## src/rtl/ram_stream_pkg.sv

```systemverilog
// ram_stream_pkg: shared types and helpers for the RAM stream reader.
//   rsr_state_e : sequencer state (IDLE, RUN, DRAIN)
//   addr_w()    : address width for a given RAM depth
package ram_stream_pkg;

    typedef enum logic [1:0] {IDLE, RUN, DRAIN} rsr_state_e;

    function automatic int unsigned addr_w(input int unsigned depth);
        return (depth > 1) ? $clog2(depth) : 1;
    endfunction

endpackage

```

## src/rtl/rsr_skid_buf.sv

```systemverilog
// rsr_skid_buf: 2-entry valid/ready buffer with a fall-through path.
// When the buffer is empty the pushed word is presented directly at the head,
// so a word arriving from the RAM can be accepted in the cycle it arrives.
// Words not accepted are stored and drained in order.
// Ports:
//   i_clk, i_rstn        : clock, synchronous active-low reset
//   i_push, i_push_data  : incoming word (no back-pressure; caller must not overfill)
//   i_pop                : downstream ready
//   o_valid, o_data      : head of buffer
//   o_count              : number of stored words (0..2), excluding a bypassed push
module rsr_skid_buf #(
    parameter int unsigned WIDTH_P = 8
) (
    input  logic               i_clk,
    input  logic               i_rstn,
    input  logic               i_push,
    input  logic [WIDTH_P-1:0] i_push_data,
    input  logic               i_pop,
    output logic               o_valid,
    output logic [WIDTH_P-1:0] o_data,
    output logic [1:0]         o_count
);

    logic [WIDTH_P-1:0] r_mem [2];
    logic               r_wr_ptr;
    logic               r_rd_ptr;
    logic [1:0]         r_count;

    logic w_empty;
    logic w_pop;
    logic w_bypass;
    logic w_store;
    logic w_deq;

    assign w_empty  = (r_count == 2'd0);
    assign o_valid  = !w_empty || i_push;
    assign o_data   = w_empty ? i_push_data : r_mem[r_rd_ptr];
    assign o_count  = r_count;

    assign w_pop    = i_pop && o_valid;
    // Empty buffer and the head is taken: the pushed word never lands.
    assign w_bypass = w_empty && w_pop;
    assign w_store  = i_push && !w_bypass;
    assign w_deq    = w_pop && !w_empty;

    always_ff @(posedge i_clk) begin
        if (!i_rstn) begin
            for (int i = 0; i < 2; i++) begin
                r_mem[i] <= '0;
            end
            r_wr_ptr <= 1'b0;
            r_rd_ptr <= 1'b0;
            r_count  <= 2'd0;
        end else begin
            if (w_store) begin
                r_mem[r_wr_ptr] <= i_push_data;
                r_wr_ptr        <= !r_wr_ptr;
            end
            if (w_deq) begin
                r_rd_ptr <= !r_rd_ptr;
            end
            case ({w_store, w_deq})
                2'b10:   r_count <= r_count + 2'd1;
                2'b01:   r_count <= r_count - 2'd1;
                default: r_count <= r_count;
            endcase
        end
    end

endmodule

```

## src/rtl/ram_stream_reader.sv

```systemverilog
// ram_stream_reader: read-side sequencer for the dual-port sample RAM.
// Accepts (base, len) commands, issues sequential wrapping RAM reads, absorbs
// the 1-cycle RAM latency through rsr_skid_buf and emits a valid/ready stream
// with last_o on the final sample and a done_o pulse after it is accepted.
// Ports:
//   rd_clk_i, rd_rstn_i            : clock, synchronous active-low reset
//   cmd_valid_i/cmd_ready_o        : command handshake
//   cmd_base_i, cmd_len_i          : first address, sample count (0..DEPTH_P)
//   ram_rd_en_o, ram_rd_addr_o     : RAM read port request
//   ram_rd_data_i                  : RAM data, valid the cycle after ram_rd_en_o
//   data_o/valid_o/ready_i/last_o  : output stream
//   busy_o, done_o                 : status
// Optional feature, macro RAM_STREAM_READER_LOOP_EN: adds loop_i (sampled at the
// command handshake, repeats the pass) and stop_i (ends looping after the pass).
module ram_stream_reader
    import ram_stream_pkg::*;
#(
    parameter int unsigned WIDTH_P = 8,
    parameter int unsigned DEPTH_P = 512
) (
    input  logic                        rd_clk_i,
    input  logic                        rd_rstn_i,
    input  logic                        cmd_valid_i,
    output logic                        cmd_ready_o,
    input  logic [addr_w(DEPTH_P)-1:0]  cmd_base_i,
    input  logic [addr_w(DEPTH_P):0]    cmd_len_i,
`ifdef RAM_STREAM_READER_LOOP_EN
    input  logic                        loop_i,
    input  logic                        stop_i,
`endif
    output logic                        ram_rd_en_o,
    output logic [addr_w(DEPTH_P)-1:0]  ram_rd_addr_o,
    input  logic [WIDTH_P-1:0]          ram_rd_data_i,
    output logic [WIDTH_P-1:0]          data_o,
    output logic                        valid_o,
    input  logic                        ready_i,
    output logic                        last_o,
    output logic                        busy_o,
    output logic                        done_o
);

    localparam int unsigned AW = addr_w(DEPTH_P);
    localparam int unsigned LW = AW + 1;
`ifdef RAM_STREAM_READER_LOOP_EN
    // Remaining-sample count spans the current pass plus the next one.
    localparam int unsigned CW = LW + 1;
`else
    localparam int unsigned CW = LW;
`endif
    localparam logic [AW-1:0] ADDR_LAST = AW'(DEPTH_P - 1);

    rsr_state_e    r_state;
    logic          r_cmd_ready;
    logic          r_done;
    logic [AW-1:0] r_addr;
    logic [LW-1:0] r_issue_cnt;
    logic [CW-1:0] r_out_cnt;
    logic          r_in_flight;

    logic               w_cmd_fire;
    logic               w_issue;
    logic               w_accept;
    logic               w_last;
    logic [1:0]         w_occ;
    logic [AW-1:0]      w_addr_next;
    logic [CW-1:0]      w_out_cnt_d;
    logic               w_buf_valid;
    logic [WIDTH_P-1:0] w_buf_data;
    logic [1:0]         w_buf_cnt;

`ifdef RAM_STREAM_READER_LOOP_EN
    logic [AW-1:0] r_base;
    logic [LW-1:0] r_len;
    logic [LW-1:0] r_pos_cnt;
    logic          r_loop;
    logic          w_reload;

    assign w_reload = w_issue && (r_issue_cnt == LW'(1)) && r_loop && !stop_i;
    assign w_last   = (r_pos_cnt == LW'(1));
`else
    assign w_last   = (r_out_cnt == CW'(1));
`endif

    assign w_cmd_fire  = cmd_valid_i && r_cmd_ready;
    // Stored words plus the word currently coming out of the RAM.
    assign w_occ       = w_buf_cnt + {1'b0, r_in_flight};
    assign w_issue     = (r_state == RUN) && (r_issue_cnt != '0) && (w_occ < 2'd2);
    assign w_accept    = w_buf_valid && ready_i;
    // Explicit compare so non-power-of-two depths wrap correctly.
    assign w_addr_next = (r_addr == ADDR_LAST) ? '0 : r_addr + AW'(1);

    always_comb begin
        w_out_cnt_d = r_out_cnt;
        if (w_accept) begin
            w_out_cnt_d = w_out_cnt_d - CW'(1);
        end
`ifdef RAM_STREAM_READER_LOOP_EN
        if (w_reload) begin
            w_out_cnt_d = w_out_cnt_d + CW'(r_len);
        end
`endif
    end

    always_ff @(posedge rd_clk_i) begin
        if (!rd_rstn_i) begin
            r_state     <= IDLE;
            r_cmd_ready <= 1'b0;
            r_done      <= 1'b0;
            r_addr      <= '0;
            r_issue_cnt <= '0;
            r_out_cnt   <= '0;
            r_in_flight <= 1'b0;
`ifdef RAM_STREAM_READER_LOOP_EN
            r_base      <= '0;
            r_len       <= '0;
            r_pos_cnt   <= '0;
            r_loop      <= 1'b0;
`endif
        end else begin
            r_done      <= 1'b0;
            r_in_flight <= w_issue;
            r_out_cnt   <= w_out_cnt_d;
`ifdef RAM_STREAM_READER_LOOP_EN
            if (w_accept) begin
                r_pos_cnt <= (r_pos_cnt == LW'(1)) ? r_len : r_pos_cnt - LW'(1);
            end
`endif
            unique case (r_state)
                IDLE: begin
                    r_cmd_ready <= 1'b1;
                    if (w_cmd_fire) begin
                        if (cmd_len_i == '0) begin
                            r_done <= 1'b1;
                        end else begin
                            r_state     <= RUN;
                            r_cmd_ready <= 1'b0;
                            r_addr      <= cmd_base_i;
                            r_issue_cnt <= cmd_len_i;
                            r_out_cnt   <= CW'(cmd_len_i);
`ifdef RAM_STREAM_READER_LOOP_EN
                            r_base      <= cmd_base_i;
                            r_len       <= cmd_len_i;
                            r_pos_cnt   <= cmd_len_i;
                            r_loop      <= loop_i;
`endif
                        end
                    end
                end
                RUN: begin
                    if (w_issue) begin
                        r_addr      <= w_addr_next;
                        r_issue_cnt <= r_issue_cnt - LW'(1);
                        if (r_issue_cnt == LW'(1)) begin
`ifdef RAM_STREAM_READER_LOOP_EN
                            if (w_reload) begin
                                r_addr      <= r_base;
                                r_issue_cnt <= r_len;
                            end else begin
                                r_state <= DRAIN;
                            end
`else
                            r_state <= DRAIN;
`endif
                        end
                    end
`ifdef RAM_STREAM_READER_LOOP_EN
                    if (stop_i) begin
                        r_loop <= 1'b0;
                    end
`endif
                end
                DRAIN: begin
                    if (w_accept && (r_out_cnt == CW'(1))) begin
                        r_state     <= IDLE;
                        r_done      <= 1'b1;
                        r_cmd_ready <= 1'b1;
                    end
                end
                default: begin
                    r_state <= IDLE;
                end
            endcase
        end
    end

    rsr_skid_buf #(
        .WIDTH_P(WIDTH_P)
    ) u_skid (
        .i_clk      (rd_clk_i),
        .i_rstn     (rd_rstn_i),
        .i_push     (r_in_flight),
        .i_push_data(ram_rd_data_i),
        .i_pop      (ready_i),
        .o_valid    (w_buf_valid),
        .o_data     (w_buf_data),
        .o_count    (w_buf_cnt)
    );

    assign cmd_ready_o   = r_cmd_ready;
    assign ram_rd_en_o   = w_issue;
    assign ram_rd_addr_o = r_addr;
    assign valid_o       = w_buf_valid;
    // Zero when idle so the stream reads as reset values between bursts.
    assign data_o        = w_buf_valid ? w_buf_data : '0;
    assign last_o        = w_buf_valid && w_last;
    assign busy_o        = (r_state != IDLE);
    assign done_o        = r_done;

endmodule
```

## config.mk

```make
export PLATFORM = sky130hd
export DESIGN_NAME = ram_stream_reader
export DESIGN_NICKNAME = d
export VERILOG_FILES = /design/src/rtl/ram_stream_pkg.sv /design/src/rtl/rsr_skid_buf.sv /design/src/rtl/ram_stream_reader.sv
export SDC_FILE = /design/constraint.sdc
export NUM_CORES = 1
export LEC_CHECK = 0
export ABC_CLOCK_PERIOD_IN_PS = 2870
export BUFFER_PORTS_ARGS = -buffer_cell sky130_fd_sc_hd__clkbuf_2
export CELL_PAD_IN_SITES_DETAIL_PLACEMENT = 1
export CELL_PAD_IN_SITES_GLOBAL_PLACEMENT = 1
export CORE_MARGIN = 1.5
export CORE_UTILIZATION = 25
export DETAILED_ROUTE_END_ITERATION = 12
export PLACE_DENSITY = 0.49
export SYNTH_ARGS = -nofsm -noshare
export SYNTH_HDL_FRONTEND = slang
export SYNTH_HIERARCHICAL = 1
export SYNTH_SLANG_ARGS = --single-unit
```

## constraint.sdc

```tcl
create_clock -name rd_clk_i -period 2.87 [get_ports rd_clk_i]
set_input_delay 0.287 -clock rd_clk_i [delete_from_list [all_inputs] [get_ports rd_clk_i]]
set_output_delay 0.287 -clock rd_clk_i [all_outputs]
set_load 0.005 [all_outputs]
```

# Word level (Yosys, flattened, before mapping)
# Memories as Yosys holds them, arrays and structs flattened. A register that Yosys moved wholly into a read port is not among the register bits.
# Cells that the tools add are included.
# totals
regBits	38
latch_bits	0
ramBits	16
mem_bits_ro	0
out_inout_bits	23
word_cells	94
mem_count	1
# op_classes
addsub	6
n_mul	0
div_mod_pow	0
magnitude_cmp	1
n_eq_ne	12
shift	0
mux	38
n_bitwise	0
n_reduce_logical	26
# memory_table
memory	depth	word_bits	rd	rd_ports_with_merged_regs	write_ports	line	source
u_skid.r_mem	2	8	1	1	2	rsr_skid_buf.sv:24	logic [WIDTH_P-1:0] r_mem [2];
# op_table
op	n
two-way mux 10 bit	7
two-way mux 9 bit	4
two-way mux 8 bit	3
equality test 10 x 1 -> 1 bit, second input constant	2
case mux 10 bit (2 select lines)	1
subtractor 10 x 1 -> 10 bit, second input constant	2
case mux 9 bit (2 select lines)	1
two-way mux 1 bit	13
logical NOT 10 bit	1
two-way mux 2 bit	5
nonzero test 10 bit	1
adder 9 x 1 -> 9 bit, second input constant	1
equality test 9 bit, second input constant	1
logical AND 1 bit	9
inequality test 2 bit, second input constant	4
nonzero test 2 bit	4
OR reduction 8 bit	1
case mux 2 bit (3 select lines)	1
AND reduction 5 bit	1
equality test 2 x 1 -> 1 bit, second input constant	2
equality test 2 bit, second input constant	2
logical NOT 1 bit	4
logical NOT 2 bit	2
case mux 1 bit (2 select lines)	2
9 further kinds	9

# Logic depth before layout (Yosys ltp)
# Gate-level depths: netlist of the first run.
# logic_depth
word_depth	12
ltp_mapped	9

# Cells and area by module
# The synthesis of the first run kept the hierarchy.
# modules_own_cells
module	n_inst	cells_per_inst	area_each_um2
ram_stream_reader	1	269	2133.3
rsr_skid_buf	1	87	1026.0

# Worst setup path after synthesis of the first run
# No wires, ideal clock.
# synth_timing
kind	register to register
startpoint	register r_issue_cnt[4]
endpoint	register r_addr[3] (netlist: ram_rd_addr_o[3])
setup_time_ps	88
arrival_time_ps	1771
t_required_ps	2782
slack_ps	1010
stages_incl_launch_ff	9
path_buffers	3
period_less_slack_ps	1860
cell_sequence	dfxtp_1 -> or4_1 -> buf_2 -> nor3_4 -> o21a_1 -> buf_6 -> buf_12 -> a21oi_1 -> o32ai_2
# synth_via
elab_chain_len	5
# synth_rtl
element	line	source
start: declaration	ram_stream_reader.sv:56	logic [LW-1:0] r_issue_cnt;
start signal: assignment	ram_stream_reader.sv:138	r_issue_cnt <= cmd_len_i;
start signal: assignment	ram_stream_reader.sv:152	r_issue_cnt <= r_issue_cnt - LW'(1);
nonzero test 10 bit	ram_stream_reader.sv:87	assign w_issue = (r_state == RUN) && (r_issue_cnt != '0) && (w_occ < 2'd2);
logical AND 1 bit (2 in a row)	ram_stream_reader.sv:87	
inequality test 2 bit (no line)	-	
AND reduction 4 bit (no line)	-	
end signal: assignment	ram_stream_reader.sv:137	r_addr <= cmd_base_i;
end signal: assignment	ram_stream_reader.sv:151	r_addr <= w_addr_next;
end: declaration	ram_stream_reader.sv:55	logic [AW-1:0] r_addr;
# No other way between the ends.
# A chain may end at the register's enable or synchronous reset.

# Worst setup path after layout of the first run
# layout_timing
startpoint	register r_issue_cnt[4]
endpoint	register r_addr[6] (netlist: ram_rd_addr_o[6])
# Same word-level chain as after synthesis.

==> impl_metrics.json, run 1 <==
{
  "status": "completed",
  "post_dp_cell_area_sq_mm": 0.00358,
  "worstSetupPathType": "reg -> reg",
  "start_kind": "register",
  "h-tree-depth": 2,
  "min_path_type": "in -> reg",
  "yosysWarnings": 6,
  "synthArstFlopShare_pct": 0,
  "cts_tree": "done",
  "clockRootBuffer": "clkbuf_16",
  "std_cell_rows": 40,
  "port_buffers": 53,
  "synth_nets": 395,
  "mostFrequentLayoutCell": "clkbuf_2",
  "core_area_sq_mm": 0.0122,
  "avgSynthCellArea_sq_um": 8.87,
  "period_needed_ns": 2.37,
  "dieArea_sq_mm": 0.0133,
  "drt-pass1-iter-count": 4,
  "hpwl_microns": 6590,
  "chipWidth_microns": 115,
  "ys_ff_latch": 55,
  "crit_required_ns": 3.07,
  "setup_viol": 0,
  "area_growth_pct": 18.9,
  "overflow": 0,
  "fmax_ghz": 0.422,
  "synth_top_area_share_pct": 24.7,
  "yosys.area_share.simple_pct": 26.9,
  "gp_congestion": 0.736,
  "totalWireLength_microns": 9100,
  "initial_core_util_pct": 26.0,
  "drv_cap": 0,
  "powerDensity_mw_per_mm2": 579,
  "drt-initial-drc-count": 100,
  "nets": 442,
  "synth_top_family_by_area": "simple AND/OR/NAND/NOR gates",
  "tightest_slew_ns": 0.522,
  "drtAntennaViolNets": 0,
  "grtUsageTotal_pct": 14.5,
  "die_h_microns": 115,
  "synth_ff_type": "dfxtp_1",
  "n_antenna_cell": 0,
  "yosysSeqAreaShare_pct": 39.9,
  "yosys.area_share.adder_pct": 3.17,
  "rsz0062_at_grt": "false",
  "hold_viol": 0,
  "grt_pass1_wl_microns": 14800,
  "holdBufCountCts": 0,
  "grt_pass1_vias": 2731,
  "drive_gt1_share_pct": 23.5,
  "drc": 0,
  "synthTopCellsByArea": "dfxtp_1 25%, edfxtp_1 15%, and2_1 5.0%",
  "power.leakage_uw": 0.00152,
  "muxShareOfSynthArea_pct": 2.53,
  "synth_area_sq_mm": 0.00316,
  "syn_inst": 356,
  "ctsResizeCount": 0,
  "num_vias": 2712,
  "antenna_found_initial": 0,
  "wl_per_cell_microns": 15.9,
  "synth_edf_count": 16,
  "synthDistinctLibCells": 61,
  "final_cell_mix": "53 x clkbuf_2, 39 x dfxtp_1, 37 x nand2_1",
  "skew_ns": 0.00629,
  "insertion_delay_ns": 0.30,
  "clock-sinks": 55,
  "relSlewSlack_pct": 64.8,
  "io_pins": 54,
  "numCtsBuffers": 5,
  "cts_setup_buffers": 0,
  "synth-compound-area-share_pct": 18.3,
  "ir_drop_mv": 0.312,
  "synthXorXnorAreaFrac_pct": 3.88,
  "via_per_inst": 4.74,
  "final_cell_area_sq_mm": 0.00376,
  "crit_arrival_ns": 2.57,
  "setup.worst_path.end_class": "register",
  "min_period_over_period_pct": 82.5,
  "synth_top_cell_by_area": "dfxtp_1",
  "slew_violations": 0,
  "cts.clk_slew.worst_paths_ns": 0.08,
  "grt_max_degree": 44,
  "crit_path_max_fanout": 11,
  "clockBufferDepth": 2,
  "setup_tns_ns": 0
}
routing by layer:
layer	share of wire (%)	wire (microns)	GRT usage [%]
met1	50	4520	19.7
met2	46	4200	23.4
met3	2.9	268	2.67
met4	1.3	116	4.44
met5	0	0	0
cells by family (layout without fill, tap and decap cells):
logic type	after synthesis	count (layout)
buffers and inverters	32	80
XOR/XNOR	14	14
AND/OR/NAND/NOR	156	156
multiplexers	8	8
AO/OA/AOI/OAI	83	83
flip-flops	55	55
adder cells (fa/ha/maj)	8	8
state kept, by name, summed over array words and instances (netlist names), named ones only:
name             flops
u_skid/r_mem        16
r_issue_cnt         10
r_out_cnt           10
ram_rd_addr_o        9
r_state              2
u_skid/o_count       2
cmd_ready_o          1
done_o               1
r_in_flight          1
u_skid/r_rd_ptr      1
u_skid/r_wr_ptr      1
stage by stage:
step                      std cells  total power, uW  hold WS, ns  util (%)  setup slack [ns]
after floorplan                 356             1300        0.409         -              1.01
after global placement          564             1470        0.469      29.5             0.563
after detailed placement        564             1480        0.471      29.5             0.501
after CTS                       572             2220        0.247      30.9             0.487
after global routing            572             2320        0.268      30.9             0.378
final                           572             2170        0.250      30.9             0.503
critical path: stages (launching register included):
cell and delay (ns):
dfxtp_1 0.38, or4_1 0.70, nor3_4 0.28, o21a_1 0.46, buf_12 0.20, a21oi_1 0.04, o211a_1 0.20
cells in the mapped netlist, types with 3 or more instances:
master / count
a211oi_1: 10
a21oi_1: 16
a21oi_2: 3
a221oi_1: 4
and2_1: 25
and2_4: 5
buf_2: 4
buf_6: 3
clkbuf_1: 13
dfxtp_1: 39
edfxtp_1: 16
ha_1: 8
inv_1: 10
mux2i_1: 8
nand2_1: 37
nand3_1: 4
nor2_1: 33
nor3_1: 14
nor3_2: 3
nor4_1: 4
o21ai_0: 18
o21ai_1: 7
o21ai_2: 4
or3_1: 3
or4_1: 7
xnor2_1: 9
xor2_1: 5
worst paths after layout:
| path | from | endpoint | slack (ns) | cells after the start |
|---|---|---|---|---|
| max | r_issue_cnt[4]$_SDFFE_PN0P_ | ram_rd_addr_o[6]$_SDFFE_PN0P_ | 0.50 | 6 |
| min | cmd_base_i[0] | ram_rd_addr_o[0]$_SDFFE_PN0P_ | 0.25 | 3 |
| max reg2reg | r_issue_cnt[4]$_SDFFE_PN0P_ | ram_rd_addr_o[6]$_SDFFE_PN0P_ | 0.50 | 6 |
| min reg2reg | r_issue_cnt[9]$_SDFFE_PN0P_ | r_issue_cnt[9]$_SDFFE_PN0P_ | 0.48 | 2 |
where the power goes:
group	internal [uW]	switching, uW
clock	416	309
combinational	218	302
sequential	862	67.0
total	1500	678
area by class of cell:
class                   count  area, sq um
fillers                  1461         8410
multi-input cells         269         1730
flip-flops and latches     55         1260
repair buffers             62          345
well taps                 168          210
clock buffers               5          125
clock inverters             3         46.3
inverters                  10         37.5
No activity file was read; power rests on OpenSTA's default activity.
==> run 2, diff against run 1 <==
--- a/config.mk
+++ b/config.mk
@@ -5,7 +5,7 @@
 export SDC_FILE = /design/constraint.sdc
 export NUM_CORES = 1
 export LEC_CHECK = 0
-export ABC_CLOCK_PERIOD_IN_PS = 2870
+export ABC_CLOCK_PERIOD_IN_PS = 2200
 export BUFFER_PORTS_ARGS = -buffer_cell sky130_fd_sc_hd__clkbuf_2
 export CELL_PAD_IN_SITES_DETAIL_PLACEMENT = 1
 export CELL_PAD_IN_SITES_GLOBAL_PLACEMENT = 1
==> constraint.sdc (replaced) <==
create_clock -name rd_clk_i -period 2.2 [get_ports rd_clk_i]
set_input_delay 0.22 -clock rd_clk_i [delete_from_list [all_inputs] [get_ports rd_clk_i]]
set_output_delay 0.22 -clock rd_clk_i [all_outputs]
set_load 0.005 [all_outputs]
==> run 2 against run 1 <==
  * Wire length fell by 0.40%
  * Largest cell class unchanged
  * Sequential power rose by 30%
  * Combinational power rose by 39%
==> impl_metrics.json, run 2 (synthesis results as in run 1) <==
{
  "status": "completed",
  "gp_congestion": 0.727,
  "multi_input_area_sq_mm": 0.00174,
  "period_needed_ns": 2.04,
  "clockRootBuffer": "clkbuf_16",
  "overflow": 0,
  "ir_drop_mv": 0.270,
  "reg_top3": "u_skid/r_mem (16), r_issue_cnt (10), r_out_cnt (10)",
  "clockBufferDepth": 2,
  "setup_viol": 0,
  "grt_pass1_wl_microns": 15100,
  "post_dp_cell_area_sq_mm": 0.00366,
  "skew_ns": 0.00688,
  "drtAntennaViolNets": 0,
  "fmax_ghz": 0.490,
  "num_vias": 2741,
  "fillerInstances": 1440,
  "initial_core_util_pct": 26.0,
  "drive_gt1_share_pct": 25.9,
  "drv_cap": 0,
  "ff_latch_area_sq_mm": 0.00126,
  "die_h_microns": 115,
  "tightest_slew_ns": 0.571,
  "setup.worst_path.end_class": "output pin",
  "drt-pass1-iter-count": 4,
  "cts_setup_buffers": 0,
  "hold_viol": 0,
  "antenna_found_initial": 0,
  "hpwl_microns": 6720,
  "drc": 0,
  "nets": 451,
  "cts_tree": "done",
  "dieArea_sq_mm": 0.0133,
  "wl_per_cell_microns": 15.6,
  "chipWidth_microns": 115,
  "n_antenna_cell": 0,
  "clock-sinks": 55,
  "crit_arrival_ns": 1.82,
  "setup_tns_ns": 0,
  "rsz0062_at_grt": "false",
  "mostFrequentLayoutCell": "clkbuf_2",
  "grt_pass1_vias": 2812,
  "numCtsBuffers": 5,
  "start_kind": "register",
  "worstSetupPathType": "reg -> out",
  "std_cell_rows": 40,
  "final_cell_mix": "53 x clkbuf_2, 39 x dfxtp_1, 37 x nand2_1",
  "largest_reg_flops": 16,
  "min_period_over_period_pct": 92.7,
  "power.leakage_uw": 0.00156,
  "port_buffers": 53,
  "area_growth_pct": 21.1,
  "insertion_delay_ns": 0.30,
  "crit_path_max_fanout": 7,
  "drt-initial-drc-count": 70,
  "largest_register": "u_skid/r_mem",
  "cts.clk_slew.worst_paths_ns": 0.08,
  "final_cell_area_sq_mm": 0.00382,
  "min_path_type": "in -> reg",
  "core_area_sq_mm": 0.0122,
  "holdBufCountCts": 0,
  "grt_max_degree": 44,
  "io_pins": 54,
  "totalWireLength_microns": 9060,
  "slew_violations": 0,
  "relSlewSlack_pct": 61.9,
  "h-tree-depth": 2,
  "via_per_inst": 4.72,
  "powerDensity_mw_per_mm2": 721,
  "crit_required_ns": 1.98,
  "grtUsageTotal_pct": 14.4
}
==> run 2: power by group <==
group	switching, uW	internal [uW]	leakage, uW
Sequential	82.7	1120	0.000484
Clock	399	427	0.0000664
Combinational	407	318	0.00101
Total	889	1870	0.00156
==> run 2: metal layers <==
metal / share of wire (%) / GRT usage, %
met5: 0 / 0
met4: 1.0 / 3.70
met3: 2.4 / 2.20
met2: 46 / 23.3
met1: 51 / 20.3
==> run 2: through the flow <==
| step | util [%] | hold slack [ns] | std cells | power, uW | setup WS [ns] |
|---|---|---|---|---|---|
| finish | 31.5 | 0.194 | 581 | 2760 | 0.160 |
| global placement | 30.1 | 0.467 | 573 | 1960 | 0.188 |
| global route | 31.5 | 0.207 | 581 | 2950 | 0.0433 |
| CTS | 31.4 | 0.194 | 581 | 2810 | 0.144 |
| detailed placement | 30.1 | 0.466 | 573 | 1970 | 0.154 |
| floorplan | - | 0.342 | 356 | 1700 | 0.340 |
==> run 2: area by class of cell <==
class	count	share of cell area, %
clock inverter	3	0.622
clock buffer	5	3.27
multi-input combinational	269	45.5
tap	168	5.50
timing repair buffer	71	11.1
sequential	55	33.0
inverter	10	0.981
==> run 2: critical path, stage by stage (launching register included) <==
cell,delay (ns)
dfxtp_1,0.32
or4_1,0.68
nor3_4,0.28
nor2_1,0.11
clkbuf_2,0.12
==> run 2: final timing paths <==
check | cells past startpoint | from | slack, ns | to
worst min-delay path | 3 | cmd_base_i[0] | 0.19 | ram_rd_addr_o[0]$_SDFFE_PN0P_
worst min register to register | 2 | r_issue_cnt[9]$_SDFFE_PN0P_ | 0.47 | r_issue_cnt[9]$_SDFFE_PN0P_
worst max register to register | 6 | r_issue_cnt[4]$_SDFFE_PN0P_ | 0.17 | r_issue_cnt[1]$_SDFFE_PN0P_
worst max-delay path | 4 | r_issue_cnt[4]$_SDFFE_PN0P_ | 0.16 | ram_rd_en_o
==> run 2: timing repair <==
item,4_1_cts,5_1_grt
endpoints found under the setup margin,3,2
gates resized for setup,1,2
cloned,0,0
==> run 3, diff against run 2 <==
==> constraint.sdc (replaced) <==
create_clock -name rd_clk_i -period 2.2 [get_ports rd_clk_i]
set_input_delay 0.11 -clock rd_clk_i [delete_from_list [all_inputs] [get_ports rd_clk_i]]
set_output_delay 0.11 -clock rd_clk_i [all_outputs]
set_load 0.005 [all_outputs]
==> run 3 against run 2 <==
  * Cell count grew 0.86%
  * Maximum frequency shrank 0.80%
  * Die area is the same
  * Clock-buffer cell count is the same
  * Clock power grew 2%
  * Flip-flop and latch count is the same
  * Critical endpoint is now r_issue_cnt[2]$_SDFFE_PN0P_
  * Largest cell class unchanged
  * Largest power group unchanged
==> impl_metrics.json, run 3 (synthesis results as in run 1) <==
{
  "die_h_microns": 115,
  "period_needed_ns": 2.06,
  "reg_top3": "u_skid/r_mem (16), r_issue_cnt (10), r_out_cnt (10)",
  "crit_chain": "or4_1 -> nor3_4 -> o21a_1 -> buf_12 -> nor3_1 -> a31o_1",
  "grt_pass1_wl_microns": 15100,
  "grtUsageTotal_pct": 14.6,
  "initial_core_util_pct": 26.0,
  "hold_viol": 0,
  "finalNonFillerCells": 586,
  "largest_reg_flops": 16,
  "crit_arrival_ns": 2.25,
  "n_antenna_cell": 0,
  "start_kind": "register",
  "tightest_slew_ns": 0.608,
  "relSlewSlack_pct": 59.4,
  "std_cell_rows": 40,
  "nets": 456,
  "via_per_inst": 4.75,
  "grt_max_degree": 44,
  "drive_gt1_share_pct": 27.3,
  "gp_congestion": 0.731,
  "min_path_type": "in -> reg",
  "power.leakage_uw": 0.00159,
  "drc": 0,
  "hpwl_microns": 6740,
  "io_pins": 54,
  "slew_violations": 0,
  "final_cell_mix": "53 x clkbuf_2, 39 x dfxtp_1, 37 x nand2_1",
  "crit_required_ns": 2.39,
  "use_met2_pct": 23.2,
  "skew_ns": 0.00734,
  "r2r_slack_ns": 0.14,
  "crit_buf_inv": 1,
  "chipWidth_microns": 115,
  "slowest_stage": "or4_1",
  "numCtsBuffers": 5,
  "cp.depth": 6,
  "clockBufferDepth": 2,
  "place_ws_ns": -0.0821,
  "clock-sinks": 55,
  "port_buffers": 53,
  "fmax_ghz": 0.486,
  "crit_path_max_fanout": 19,
  "setup_viol": 0,
  "core_area_sq_mm": 0.0122,
  "drtAntennaViolNets": 0,
  "rsz0062_at_grt": "false",
  "drt-initial-drc-count": 94,
  "postLayoutSetupSlackWorst_ns": 0.144,
  "min_path_cells": 3,
  "num_vias": 2786,
  "ff2ff_path_depth": 6,
  "clockRootBuffer": "clkbuf_16",
  "use_met1_pct": 20.8,
  "max_stage_delay_ns": 0.63,
  "area_growth_pct": 22.9,
  "antenna_found_initial": 0,
  "drv_cap": 0,
  "mostFrequentLayoutCell": "clkbuf_2",
  "dieArea_sq_mm": 0.0133,
  "grt_use_met3_pct": 2.25,
  "crit_family": "simple AND/OR/NAND/NOR gates",
  "h-tree-depth": 2,
  "cts.clk_slew.worst_paths_ns": 0.08,
  "setup.worst_path.end_class": "register",
  "drt-pass1-iter-count": 4,
  "post-place-cells": 576,
  "cts_tree": "done",
  "powerDensity_mw_per_mm2": 719,
  "largest_register": "u_skid/r_mem",
  "grt_pass1_vias": 2821,
  "top_usage_layer": "met2",
  "worstSetupPathType": "reg -> reg",
  "totalWireLength_microns": 9210,
  "overflow": 0,
  "wl_per_cell_microns": 15.7,
  "min_period_over_period_pct": 93.5,
  "insertion_delay_ns": 0.30,
  "status": "completed",
  "ir_drop_mv": 0.303
}
## run 3: through the flow
step	TNS [ns]	hold WS [ns]	util [%]	cell area [sq um]	total power, uW
5_1_grt	0	0.0826	31.9	3880	2970
4_1_cts	0	0.0746	31.7	3850	2830
3_3_place_gp	0	0.386	30.3	3690	1970
3_5_place_dp	-0.0821	0.390	30.3	3690	1970
6_report	0	0.0796	31.9	3880	2790
2_1_floorplan	0	0.232	-	3160	1700
## run 3: area by class of cell
class	count	area (sq um)
inverter	10	37.5
timing repair buffer	76	463
fill	1427	8280
tap	168	210
multi-input combinational	269	1760
clock buffer	5	125
clock inverter	3	27.5
sequential	55	1260
## run 3: worst paths after layout
kind | from | end
max | r_issue_cnt[5]$_SDFFE_PN0P_ | r_issue_cnt[2]$_SDFFE_PN0P_
min | cmd_base_i[1] | ram_rd_addr_o[1]$_SDFFE_PN0P_
max reg2reg | r_issue_cnt[5]$_SDFFE_PN0P_ | r_issue_cnt[2]$_SDFFE_PN0P_
min reg2reg | r_issue_cnt[9]$_SDFFE_PN0P_ | r_issue_cnt[9]$_SDFFE_PN0P_
## run 3: power breakdown
part	total [uW]	leakage, uW	internal, uW	switching, uW
clock network	842	0.0000719	434	409
registers	1200	0.000484	1120	76.2
logic	749	0.00104	325	424
## run 3: layer usage
| metal | share of wire [%] | vias to the layer above |
|---|---|---|
| met2 | 46 | 39 |
| met1 | 51 | 1346 |
| met5 | 0 | - |
| li1 | - | 1395 |
| met4 | 0.92 | 0 |
| met3 | 2.4 | 6 |
## run 3: tightest hold or removal path: cells and delay by family
kind	cells	cell delay, ns
compound gates	1	0.07
buf+inv	1	0.08
simple gates	1	0.09
## run 3: what timing repair did
| action | 4_1_cts | 5_1_grt |
|---|---|---|
| setup buffers | 0 | 2 |
| gates cloned | 0 | 0 |
| hold buffers | 0 | 0 |
| endpoints found under the setup margin | 3 | 6 |
| gates resized for setup | 2 | 4 |
